===== src/rtl/clkdiv_ctrl.sv =====
// -----------------------------------------------------------------------------
// clkdiv_ctrl : programmable, glitch-free clock-divider controller.
//
// Produces a registered divided clock (clk_out) from sys_clk with a ratio that
// can be changed at run time. New ratios are offered over a valid/ready
// handshake and only take effect on a period boundary. Start and stop also
// happen only on period boundaries, so clk_out never shows a truncated pulse.
//
// Ports:
//   sys_clk    in   system clock, all logic on rising edge
//   sys_rst_n  in   synchronous active-low reset
//   en         in   run request (1 = run, 0 = stop at end of current period)
//   cfg_valid  in   new ratio offered
//   cfg_div    in   requested ratio N (DIV_W bits)
//   cfg_ready  out  controller accepts a ratio this cycle (STOP or RUN)
//   cfg_err    out  one-cycle pulse: an accepted ratio was rejected (N < 2)
//   cfg_done   out  one-cycle pulse: a new ratio is now in effect
//   cur_div    out  ratio currently in effect
//   clk_out    out  divided clock, registered
//   tick       out  one-cycle pulse on the cycle clk_out rises
//   running    out  1 while in RUN or PEND
//   dbg_state  out  FSM state (0 = STOP, 1 = RUN, 2 = PEND)
//
// Handshake: a ratio transfers on any rising edge where cfg_valid and
// cfg_ready are both high. cfg_ready depends only on the registered state,
// never on cfg_valid, and the offer may be withdrawn at any time before the
// transfer edge.
//
// Period rule (N = cur_div, half = N >> 1): the counter runs 0..N-1, and
// clk_out is registered as (next count < half), giving half cycles high and
// N-half cycles low. The cycle with count N-1 is the wrap cycle; clk_out is
// always low there.
// -----------------------------------------------------------------------------
module clkdiv_ctrl #(
  parameter int DIV_W       = 8,
  parameter int DEFAULT_DIV = 10
) (
  input  logic             sys_clk,
  input  logic             sys_rst_n,
  input  logic             en,
  input  logic             cfg_valid,
  input  logic [DIV_W-1:0] cfg_div,
  output logic             cfg_ready,
  output logic             cfg_err,
  output logic             cfg_done,
  output logic [DIV_W-1:0] cur_div,
  output logic             clk_out,
  output logic             tick,
  output logic             running,
  output logic [1:0]       dbg_state
);

  typedef enum logic [1:0] {
    ST_STOP = 2'd0,
    ST_RUN  = 2'd1,
    ST_PEND = 2'd2
  } state_t;

  state_t           r_state;
  logic [DIV_W-1:0] r_cnt;
  logic [DIV_W-1:0] r_cur_div;
  logic [DIV_W-1:0] r_pend_div;
  logic             r_clk_out;
  logic             r_tick;
  logic             r_cfg_err;
  logic             r_cfg_done;

  logic             w_wrap;
  logic [DIV_W-1:0] w_half;
  logic [DIV_W-1:0] w_cnt_next;
  logic             w_clk_next;
  logic             w_xfer;
  logic             w_cfg_bad;
  logic             w_xfer_ok;

  // Period bookkeeping for the ratio currently in effect.
  assign w_wrap     = (r_cnt == (r_cur_div - DIV_W'(1)));
  assign w_half     = r_cur_div >> 1;
  assign w_cnt_next = w_wrap ? '0 : (r_cnt + DIV_W'(1));
  assign w_clk_next = (w_cnt_next < w_half);

  // Handshake decode. Ratios below 2 cannot form a period and are rejected.
  assign cfg_ready  = (r_state != ST_PEND);
  assign w_xfer     = cfg_valid & cfg_ready;
  assign w_cfg_bad  = (cfg_div < DIV_W'(2));
  assign w_xfer_ok  = w_xfer & ~w_cfg_bad;

  always_ff @(posedge sys_clk) begin
    if (!sys_rst_n) begin
      r_state    <= ST_STOP;
      r_cnt      <= '0;
      r_cur_div  <= DIV_W'(DEFAULT_DIV);
      r_pend_div <= '0;
      r_clk_out  <= 1'b0;
      r_tick     <= 1'b0;
      r_cfg_err  <= 1'b0;
      r_cfg_done <= 1'b0;
    end else begin
      // Pulses default low and are raised only on the cycle that needs them.
      r_tick     <= 1'b0;
      r_cfg_done <= 1'b0;
      r_cfg_err  <= w_xfer & w_cfg_bad;

      case (r_state)
        ST_STOP: begin
          r_cnt <= '0;
          // A ratio accepted while stopped takes effect immediately, so a
          // simultaneous start already uses the new ratio.
          if (w_xfer_ok) begin
            r_cur_div  <= cfg_div;
            r_cfg_done <= 1'b1;
          end
          if (en) begin
            // Count 0 is always below half because every legal ratio is
            // at least 2, so the first cycle of a period is high.
            r_state   <= ST_RUN;
            r_clk_out <= 1'b1;
            r_tick    <= 1'b1;
          end else begin
            r_clk_out <= 1'b0;
          end
        end

        ST_RUN: begin
          if (w_wrap && !en) begin
            // Stop at the period boundary; clk_out is already low here.
            r_state   <= ST_STOP;
            r_cnt     <= '0;
            r_clk_out <= 1'b0;
            // A ratio accepted on the stopping edge has no further period to
            // wait for, so it is applied straight away as in STOP.
            if (w_xfer_ok) begin
              r_cur_div  <= cfg_div;
              r_cfg_done <= 1'b1;
            end
          end else begin
            r_cnt     <= w_cnt_next;
            r_clk_out <= w_clk_next;
            r_tick    <= w_wrap;
            // The new ratio waits for the end of the next full period, even
            // when accepted on the wrap cycle itself.
            if (w_xfer_ok) begin
              r_pend_div <= cfg_div;
              r_state    <= ST_PEND;
            end
          end
        end

        ST_PEND: begin
          if (w_wrap) begin
            r_cur_div  <= r_pend_div;
            r_cfg_done <= 1'b1;
            r_cnt      <= '0;
            if (en) begin
              r_state   <= ST_RUN;
              r_clk_out <= 1'b1;
              r_tick    <= 1'b1;
            end else begin
              r_state   <= ST_STOP;
              r_clk_out <= 1'b0;
            end
          end else begin
            r_cnt     <= w_cnt_next;
            r_clk_out <= w_clk_next;
          end
        end

        default: begin
          r_state   <= ST_STOP;
          r_cnt     <= '0;
          r_clk_out <= 1'b0;
        end
      endcase
    end
  end

  assign cfg_err   = r_cfg_err;
  assign cfg_done  = r_cfg_done;
  assign cur_div   = r_cur_div;
  assign clk_out   = r_clk_out;
  assign tick      = r_tick;
  assign running   = (r_state == ST_RUN) || (r_state == ST_PEND);
  assign dbg_state = r_state;

endmodule


===== config.mk =====
export PLATFORM = sky130hd
export DESIGN_NAME = clkdiv_ctrl
export DESIGN_NICKNAME = d
export VERILOG_FILES = /design/src/rtl/clkdiv_ctrl.sv
export SDC_FILE = /design/constraint.sdc
export NUM_CORES = 1
export LEC_CHECK = 0
export BUFFER_PORTS_ARGS = -buffer_cell sky130_fd_sc_hd__buf_2
export CAP_MARGIN = 20
export CORE_UTILIZATION = 50
export DETAILED_ROUTE_END_ITERATION = 8
export PLACE_DENSITY = 0.71
export SETUP_SLACK_MARGIN = 0.3
export SKIP_LAST_GASP = 1
export SLEW_MARGIN = 10
export SYNTH_ARGS = -nofsm -noshare
export SYNTH_HDL_FRONTEND = slang
export SYNTH_SLANG_ARGS = --single-unit

===== constraint.sdc =====
create_clock -name sys_clk -period 5.1 [get_ports sys_clk]
set_input_delay 1.02 -clock sys_clk [delete_from_list [all_inputs] [get_ports sys_clk]]
set_output_delay 1.02 -clock sys_clk [all_outputs]
set_load 0.01 [all_outputs]

==> results of run 1 <==
-- cell families after synthesis --
logic type / Yosys count / synth area share [%]
XOR/XNOR: 16 / 7.01
buffers and inverters: 28 / 5.57
AND/OR/NAND/NOR: 84 / 23.0
AO/OA/AOI/OAI: 44 / 17.2
multiplexers: 19 / 9.64
flip-flops: 30 / 30.1
adder cells (fa/ha/maj): 12 / 7.51
-- cell usage after synthesis (all sizes together) --
cell	instances	area, um^2
mux2i	17	170
o211a	6	60.1
ha	12	150
xor2	8	70.1
and4	1	8.76
o21bai	1	7.51
nand4	6	37.5
or3b	1	8.76
a221oi	1	8.76
inv	15	56.3
a2111o	1	11.3
o2bb2ai	1	8.76
xnor2	8	70.1
a21o	3	22.5
a211oi	5	37.5
nand3	3	15.0
or4bb	1	11.3
or3	2	12.5
nand2	25	93.8
buf	4	21.3
o2111ai	1	8.76
nor4	11	75.1
nor4b	3	32.5
o22a	1	8.76
or2	1	6.26
o211ai	3	22.5
a21oi	6	30.0
a21boi	1	7.51
mux2	2	22.5
nand4bb	1	11.3
nor2	17	73.8
nor2b	2	12.5
or4	1	7.51
o31ai	1	21.3
a31oi	5	31.3
and3	2	12.5
clkbuf	9	33.8
nor3	6	35.0
o21ai	5	25.0
a2111oi	2	25.0
dfxtp	30	601
o22ai	1	6.26
nand2b	1	6.26
-- layout make-up --
type	count	share of cell area [%]
clock buffers	6	3.62
clock inverters	2	2.63
inverters	15	2.47
multi-input cells	175	56.4
flip-flops and latches	30	26.3
well taps	48	2.63
repair buffers	27	5.92
-- power by group --
part	switching, W	leakage, nW	total, W	internal [W]
sequential	0.0000563	0.245	0.000331	0.000275
clock	0.0000907	0.0714	0.000299	0.000208
combinational	0.000238	0.663	0.000397	0.000159
-- stage by stage --
step	area, um^2	setup slack (ns)	util, %	std cells
floorplan	2000	1.16	-	233
global placement	2140	1.06	57.1	295
detailed placement	2140	0.964	57.1	295
CTS	2280	0.897	60.9	303
global route	2280	0.520	60.9	303
finish	2280	0.890	60.9	303
-- critical path, stage by stage, from the launching register on --
cell and delay (ns):
dfxtp_1 0.52, inv_1 0.09, ha_1 0.32, or3_1 0.39
nor4b_2 0.26, a2111oi_1 0.12, a2111o_1 0.41, nor2_2 0.49
nor2_1 0.11, ha_1 0.31, and3_1 0.20, a221oi_1 0.33
nand3_1 0.12, or3_1 0.32, a21oi_1 0.16
-- worst paths after layout --
check | from | to | slack, ns | cells past startpoint
worst max-delay path | cur_div[0]$_SDFFE_PN0P_ | clk_out$_SDFF_PN0_ | 0.89 | 14
worst min-delay path | r_pend_div[4]$_SDFFE_PN0P_ | r_pend_div[4]$_SDFFE_PN0P_ | 0.46 | 2
worst max register to register | cur_div[0]$_SDFFE_PN0P_ | clk_out$_SDFF_PN0_ | 0.89 | 14
worst min register to register | r_pend_div[4]$_SDFFE_PN0P_ | r_pend_div[4]$_SDFFE_PN0P_ | 0.46 | 2
-- layer usage --
| layer | share of wire, % | routed length (um) | up-vias |
|---|---|---|---|
| met3 | 3.7 | 166 | 9 |
| li1 | - | - | 893 |
| met4 | 1.8 | 82 | 0 |
| met2 | 45 | 2020 | 38 |
| met1 | 49 | 2210 | 808 |
| met5 | 0 | 0 | - |
-- flip-flops by register name, indices dropped and copies added (netlist names) --
| register | cells |
|---|---|
| clk_out | 1 |
| cur_div | 8 |
| cfg_done | 1 |
| cfg_err | 1 |
| dbg_state | 2 |
| tick | 1 |
| r_cnt | 8 |
| r_pend_div | 8 |
==> impl_results.md, run 1 <==
* Max-slew headroom at 54.8%
* Worst Tran Pin Value at ~0.68 ns
* Final hold violations at 0
* Worst setup SP type: flip-flop
* Die X-Extent at 65.2 um
* Ys Warns at 0
* Worst path arrival time at approximately 4.4 ns
* Area Growth Syn to Fin at 14.2%
* CTS sink count at 30
* FILL cells at between 300 and 400
* Via Count at around 1,700
* Crit Path Category: reg -> reg
* GR Util met3 at 4.69%
* Site Rows at 22
* Share of layout cells above drive strength 1 at 18.0%
* Overall power at ~0.0010 W
* Global Route met1 Usage at 29.8%
* GP Congestion at 0.922
* Crit path required time at 5.31 ns
* Worst Clk Skew at 0.00906 ns
* Fin Hold WS at about 0.46 ns
* Initial antenna violation count at 0
* Total GRT Usage at 22.8%
* VDD IR max at 0.208 mV
* DR vias/cell at a little under 6
* Clk slew on worst S/H paths at roughly 0.070 ns
* Synthesized netlist net count at 257
* Critical Path End Type: flip-flop
* ANT nets after route at 0
* Status: complete, no violations
* Post-CTS sizing at 0
* CTS Hold Buffers Added at 0
* Htree depth at 2
* Synthesized flop and latch total at 30
* # Max-Cap Violations at 0
* First-pass detailed-route iteration total at 5
* Starting DRT DRC Count at 106
* Multi-input gate area at 1290 um^2
* Die Area at approximately 4300 um^2
* RSZ-0062 raised after global routing: false
* Dpl hpwl at about 3300 um
* Die Span Y at around 65 um
* Post-CTS setup buffers at 0
* Starting density of the core at approximately 53%
* Gr ovfl total at 0
* DR WL/cell at 14.8 um
* # diodes at 0
* Setup violators final at 0
* Most common library cell in the layout ignoring fill and taps: dfxtp_1
* Setup TNS at 0 ns
* Post-Syn Instances at 233
* Routed WL at 4480 um
* Port Buf Inserts at 27
* Sequential cell area fraction in the yosys report at 30.1%
* Root Buffer: clkbuf_8
* Max Clk Rate at 0.238 GHz
* Nets at 278
* Clk_lat worst skew at 0.29 ns
* Vias in the first global route at 1,562
* Top Ports at 28
* Flip-flop and latch area at 601 um^2
* Pin count of the biggest net entering global routing at 30
* Hold Crit Class: reg -> reg
* Final cycle utilization of the critical path at 82.5%
* Core Region at 3740 um^2
* Wire length of the first global-routing pass at 7410 um
* Mean Syn Cell Area at 8.58 um^2
* Most frequent cells in the layout: 30 x dfxtp_1, 27 x buf_2, 25 x nand2_1, 17 x mux2i_1
* Post-synthesis cell type count at 52
* CTS Buf Count at 5
* Leakage power total at 0.979 nW
* Tmin final at 4.21 ns
* CP Max Fanout at 17
* Global routing's busiest layer: met2
* GRT met2 Usage at 36.7%
* DR DRC count at 0
* Mapped Area at 2000 um^2
* CTS Buffer Depth at 2
* Pwr dens at 450 nW/um^2
* Final slew viol count at 0
* CTS tree: done
Note: power is estimated with default switching activity, not from simulation.
==> run 2, diff against run 1 <==
--- a/config.mk
+++ b/config.mk
@@ -5,11 +5,12 @@
 export SDC_FILE = /design/constraint.sdc
 export NUM_CORES = 1
 export LEC_CHECK = 0
+export ABC_AREA = 1
 export BUFFER_PORTS_ARGS = -buffer_cell sky130_fd_sc_hd__buf_2
 export CAP_MARGIN = 20
 export CORE_UTILIZATION = 50
 export DETAILED_ROUTE_END_ITERATION = 8
-export PLACE_DENSITY = 0.71
+export PLACE_DENSITY = 0.74
 export SETUP_SLACK_MARGIN = 0.3
 export SKIP_LAST_GASP = 1
 export SLEW_MARGIN = 10
==> constraint.sdc (replaced) <==
create_clock -name sys_clk -period 3.6 [get_ports sys_clk]
set_input_delay 0.72 -clock sys_clk [delete_from_list [all_inputs] [get_ports sys_clk]]
set_output_delay 0.72 -clock sys_clk [all_outputs]
set_load 0.01 [all_outputs]
==> impl_results.md, run 2 <==
* Synthesized flop and latch total at 30 (unchanged)
* Wire length of the first global-routing pass at 7110 um (was 7410 um)
* # diodes at 0 (unchanged)
* Top Ports at 28 (unchanged)
* CTS Buffer Depth at 2 (unchanged)
* Via Count at 1,846 (was 1,748)
* Most numerous cell in the Yosys netlist: nand2_1 (was dfxtp_1)
* VDD IR max at 0.457 mV (was 0.208 mV)
* DR DRC count at 0 (unchanged)
* Largest area contributor in the netlist: dfxtp_1 (unchanged)
* Synth cell count leaders: 67 x nand2_1, 45 x nor2_1, 38 x inv_1 (was 30 x dfxtp_1, 25 x nand2_1, 17 x mux2i_1)
* Max-slew headroom at 73.4% (was 54.8%)
* Ys Warns at 0 (unchanged)
* Final hold violations at 0 (unchanged)
* Port Buf Inserts at 27 (unchanged)
* Die Span Y at 64.8 um (was 65.2 um)
* Final slew viol count at 0 (unchanged)
* Die Area at 4200 um^2 (was 4250 um^2)
* Worst Clk Skew at 0.00223 ns (was 0.00906 ns)
* Worst path arrival time at 2.81 ns (was 4.42 ns)
* Worst path max stage delay at 0.32 ns (was 0.52 ns)
* Placed inst area at 2130 um^2 (was 2140 um^2)
* DR WL/cell at 11.3 um (was 14.8 um)
* Max Clk Rate at 0.386 GHz (was 0.238 GHz)
* Switching share of power at 44.5% (was 37.5%)
* FILL cells at 359 (was 353)
* Crit path required time at 3.82 ns (was 5.31 ns)
* Clk slew on worst S/H paths at 0.06 ns (was 0.07 ns)
* Overall power at 0.00168 W (was 0.00103 W)
* Worst Path Buf+Inv at 4 (was 1)
* Post-synth ARST share at 0% (unchanged)
* CTS Buf Count at 5 (unchanged)
* Share of layout cells above drive strength 1 at 15.8% (was 18.0%)
* Final cycle utilization of the critical path at 72.0% (was 82.5%)
* Crit-path cells: inv_1 > ha_1 > inv_1 > nand2_1 > nand3_1 > nand2_1 > nand3_1 > nor2_2 > nand3_4 > inv_6 > nor2_1 > ha_1 > a21oi_1 > o211ai_1 > inv_1 > nand2_1 > nand2_1 > nand2_1 > a21oi_1 (was inv_1 > ha_1 > or3_1 > nor4b_2 > a2111oi_1 > a2111o_1 > nor2_2 > nor2_1 > ha_1 > and3_1 > a221oi_1 > nand3_1 > or3_1 > a21oi_1)
* Top post-synthesis cells by area: dfxtp_1 30%, nand2_1 13%, nor2_1 8.6%, ha_1 7.6%, inv_1 7.2% (was dfxtp_1 30%, mux2i_1 8.5%, ha_1 7.5%, nand2_1 4.7%, xnor2_1 3.5%)
* Worst Tran Pin Value at 0.396 ns (was 0.677 ns)
* EDFF count, synth at 0 (unchanged)
* First-pass detailed-route iteration total at 4 (was 5)
* ANT nets after route at 0 (unchanged)
* Critical Path End Type: flip-flop (unchanged)
* Synthesized netlist net count at 318 (was 257)
* Clock Power Share at 19.7% (was 29.1%)
* Final Cell Area at 2240 um^2 (was 2280 um^2)
* Post-CTS setup buffers at 0 (unchanged)
* Starting DRT DRC Count at 103 (was 106)
* Clk_lat worst skew at 0.28 ns (was 0.29 ns)
* Die X-Extent at 64.8 um (was 65.2 um)
* Top_reg_cell synth: dfxtp_1 (unchanged)
* Starting density of the core at 53.1% (was 53.4%)
* CP Max Fanout at 10 (was 17)
* GP Congestion at 0.834 (was 0.922)
* Htree depth at 2 (unchanged)
* Nets at 346 (was 278)
* Crit Path Category: reg -> reg (unchanged)
* Tmin final at 2.59 ns (was 4.21 ns)
* Most used cell, CP: nand2_1
* Total GRT Usage at 21.7% (was 22.8%)
* Pin count of the biggest net entering global routing at 17 (was 30)
* Routed WL at 4210 um (was 4480 um)
* PnR worst setup slack at 1.01 ns (was 0.890 ns)
* Comb power frac at 49.6% (was 38.6%)
* Dpl hpwl at 3250 um (was 3340 um)
* Share of the synthesized area in the top cell type at 30.4% (was 30.1%)
* Reg power frac at 30.7% (was 32.3%)
* Mean Syn Cell Area at 6.72 um^2 (was 8.58 um^2)
* Critical path's top delay family: simple AND/OR/NAND/NOR gates (unchanged)
* Pwr dens at 750 nW/um^2 (was 450 nW/um^2)
* CTS tree: done (unchanged)
* RSZ-0062 raised after global routing: false (unchanged)
* CTS Hold Buffers Added at 0 (unchanged)
* Area Growth Syn to Fin at 13.4% (was 14.2%)
* Mapped Area at 1970 um^2 (was 2000 um^2)
* CTS sink count at 30 (unchanged)
* Worst setup SP type: flip-flop (unchanged)
* Setup TNS at 0 ns (unchanged)
* DR vias/cell at 4.98 (was 5.77)
* Post-CTS sizing at 0 (unchanged)
* Site Rows at 22 (unchanged)
* Crit-path slowest cell: dfxtp_1 (unchanged)
* Vias in the first global route at 1,652 (was 1,562)
* Hold Crit Class: reg -> reg (unchanged)
* Initial antenna violation count at 0 (unchanged)
* Post-synthesis cell type count at 33 (was 52)
* Gr ovfl total at 0 (unchanged)
* Internal power at 0.000933 W (was 0.000642 W)
* Place WS at 1.07 ns (was 0.964 ns)
* Most common library cell in the layout ignoring fill and taps: nand2_1 (was dfxtp_1)
* Status: complete, no violations (unchanged)
* Switching power at 0.000746 W (was 0.000385 W)
* # Max-Cap Violations at 0 (unchanged)
* Post-Syn Instances at 294 (was 233)
* Core Region at 3720 um^2 (was 3740 um^2)
* Sequential cell area fraction in the yosys report at 30.4% (was 30.1%)
* Setup violators final at 0 (unchanged)
* Root Buffer: clkbuf_8 (unchanged)
* Leakage power total at 1.12 nW (was 0.979 nW)
* Most frequent cells in the layout: 67 x nand2_1, 45 x nor2_1, 38 x inv_1, 30 x dfxtp_1, 27 x buf_2 (was 30 x dfxtp_1, 27 x buf_2, 25 x nand2_1, 17 x mux2i_1)
run 2: cell count changes after synthesis, moves of 9 or more:
cell / previous run / this run
nand2_1: 25 / 67
nor4_1: 10 / 1
mux2i_1: 17 / 0
inv_1: 15 / 38
nor2_1: 15 / 45
nand3_1: 3 / 17
o21ai_0: 2 / 13
run 2: cells by family (layout without fill, tap and decap cells):
kind of cell / Yosys count / count (layout) / share of synthesized area [%]
buffers and inverters: 48 / 77 / 10.5
and+or+nand+nor: 154 / 154 / 34.5
DFF: 30 / 30 / 30.4
AOI/OAI and AO/OA: 37 / 37 / 10.8
adders and majority gates: 12 / 12 / 7.60
xor gates and xnor gates: 13 / 13 / 6.15
run 2: layout make-up:
cell class | instances | area (um^2) | area share (%)
Clock buffer | 5 | 68.8 | 3.07
Clock inverter | 3 | 40.0 | 1.79
Inverter | 41 | 159 | 7.10
Multi-Input combinational cell | 216 | 1170 | 52.2
Sequential cell | 30 | 601 | 26.8
Tap cell | 48 | 60.1 | 2.68
Timing Repair Buffer | 28 | 143 | 6.37
run 2: metrics by stage:
step / util, % / hold WS, ns / std cells
5_1_grt: 60.2 / 0.544 / 371
3_5_place_dp: 57.3 / 0.503 / 363
4_1_cts: 60.2 / 0.523 / 371
6_report: 60.2 / 0.520 / 371
3_3_place_gp: 57.3 / 0.493 / 363
2_1_floorplan: - / 0.475 / 294
run 2: power by group through the flow:
stage          Clock [W]  Combinational, W  Sequential (W)
2_1_floorplan          0          0.000635        0.000523
3_3_place_gp           0          0.000812        0.000522
3_5_place_dp           0          0.000827        0.000524
4_1_cts         0.000339          0.000833        0.000517
5_1_grt         0.000351          0.000945        0.000529
6_report        0.000331          0.000833        0.000516
run 2: worst paths after layout:
| kind | startpoint | end | slack (ns) | cells after the start |
|---|---|---|---|---|
| worst max-delay path | cur_div[0]$_SDFFE_PN0P_ | clk_out$_SDFF_PN0_ | 1.01 | 19 |
| worst min-delay path | r_pend_div[4]$_SDFFE_PN0P_ | r_pend_div[4]$_SDFFE_PN0P_ | 0.52 | 2 |
| worst max register to register | cur_div[0]$_SDFFE_PN0P_ | clk_out$_SDFF_PN0_ | 1.01 | 19 |
| worst min register to register | r_pend_div[4]$_SDFFE_PN0P_ | r_pend_div[4]$_SDFFE_PN0P_ | 0.52 | 2 |
run 2: layer usage:
layer | vias up | wire length, um | GRT usage, %
li1 | 987 | - | -
met4 | 0 | 47 | 6.94
met5 | - | 0 | 0
met2 | 39 | 2000 | 37.1
met1 | 812 | 2000 | 26.6
met3 | 8 | 160 | 5.11
run 2: worst min-delay path, stage by stage, from the launching register on:
cell     delay [ns]
dfxtp_1        0.33
o21ai_0        0.08
nor2_1         0.08
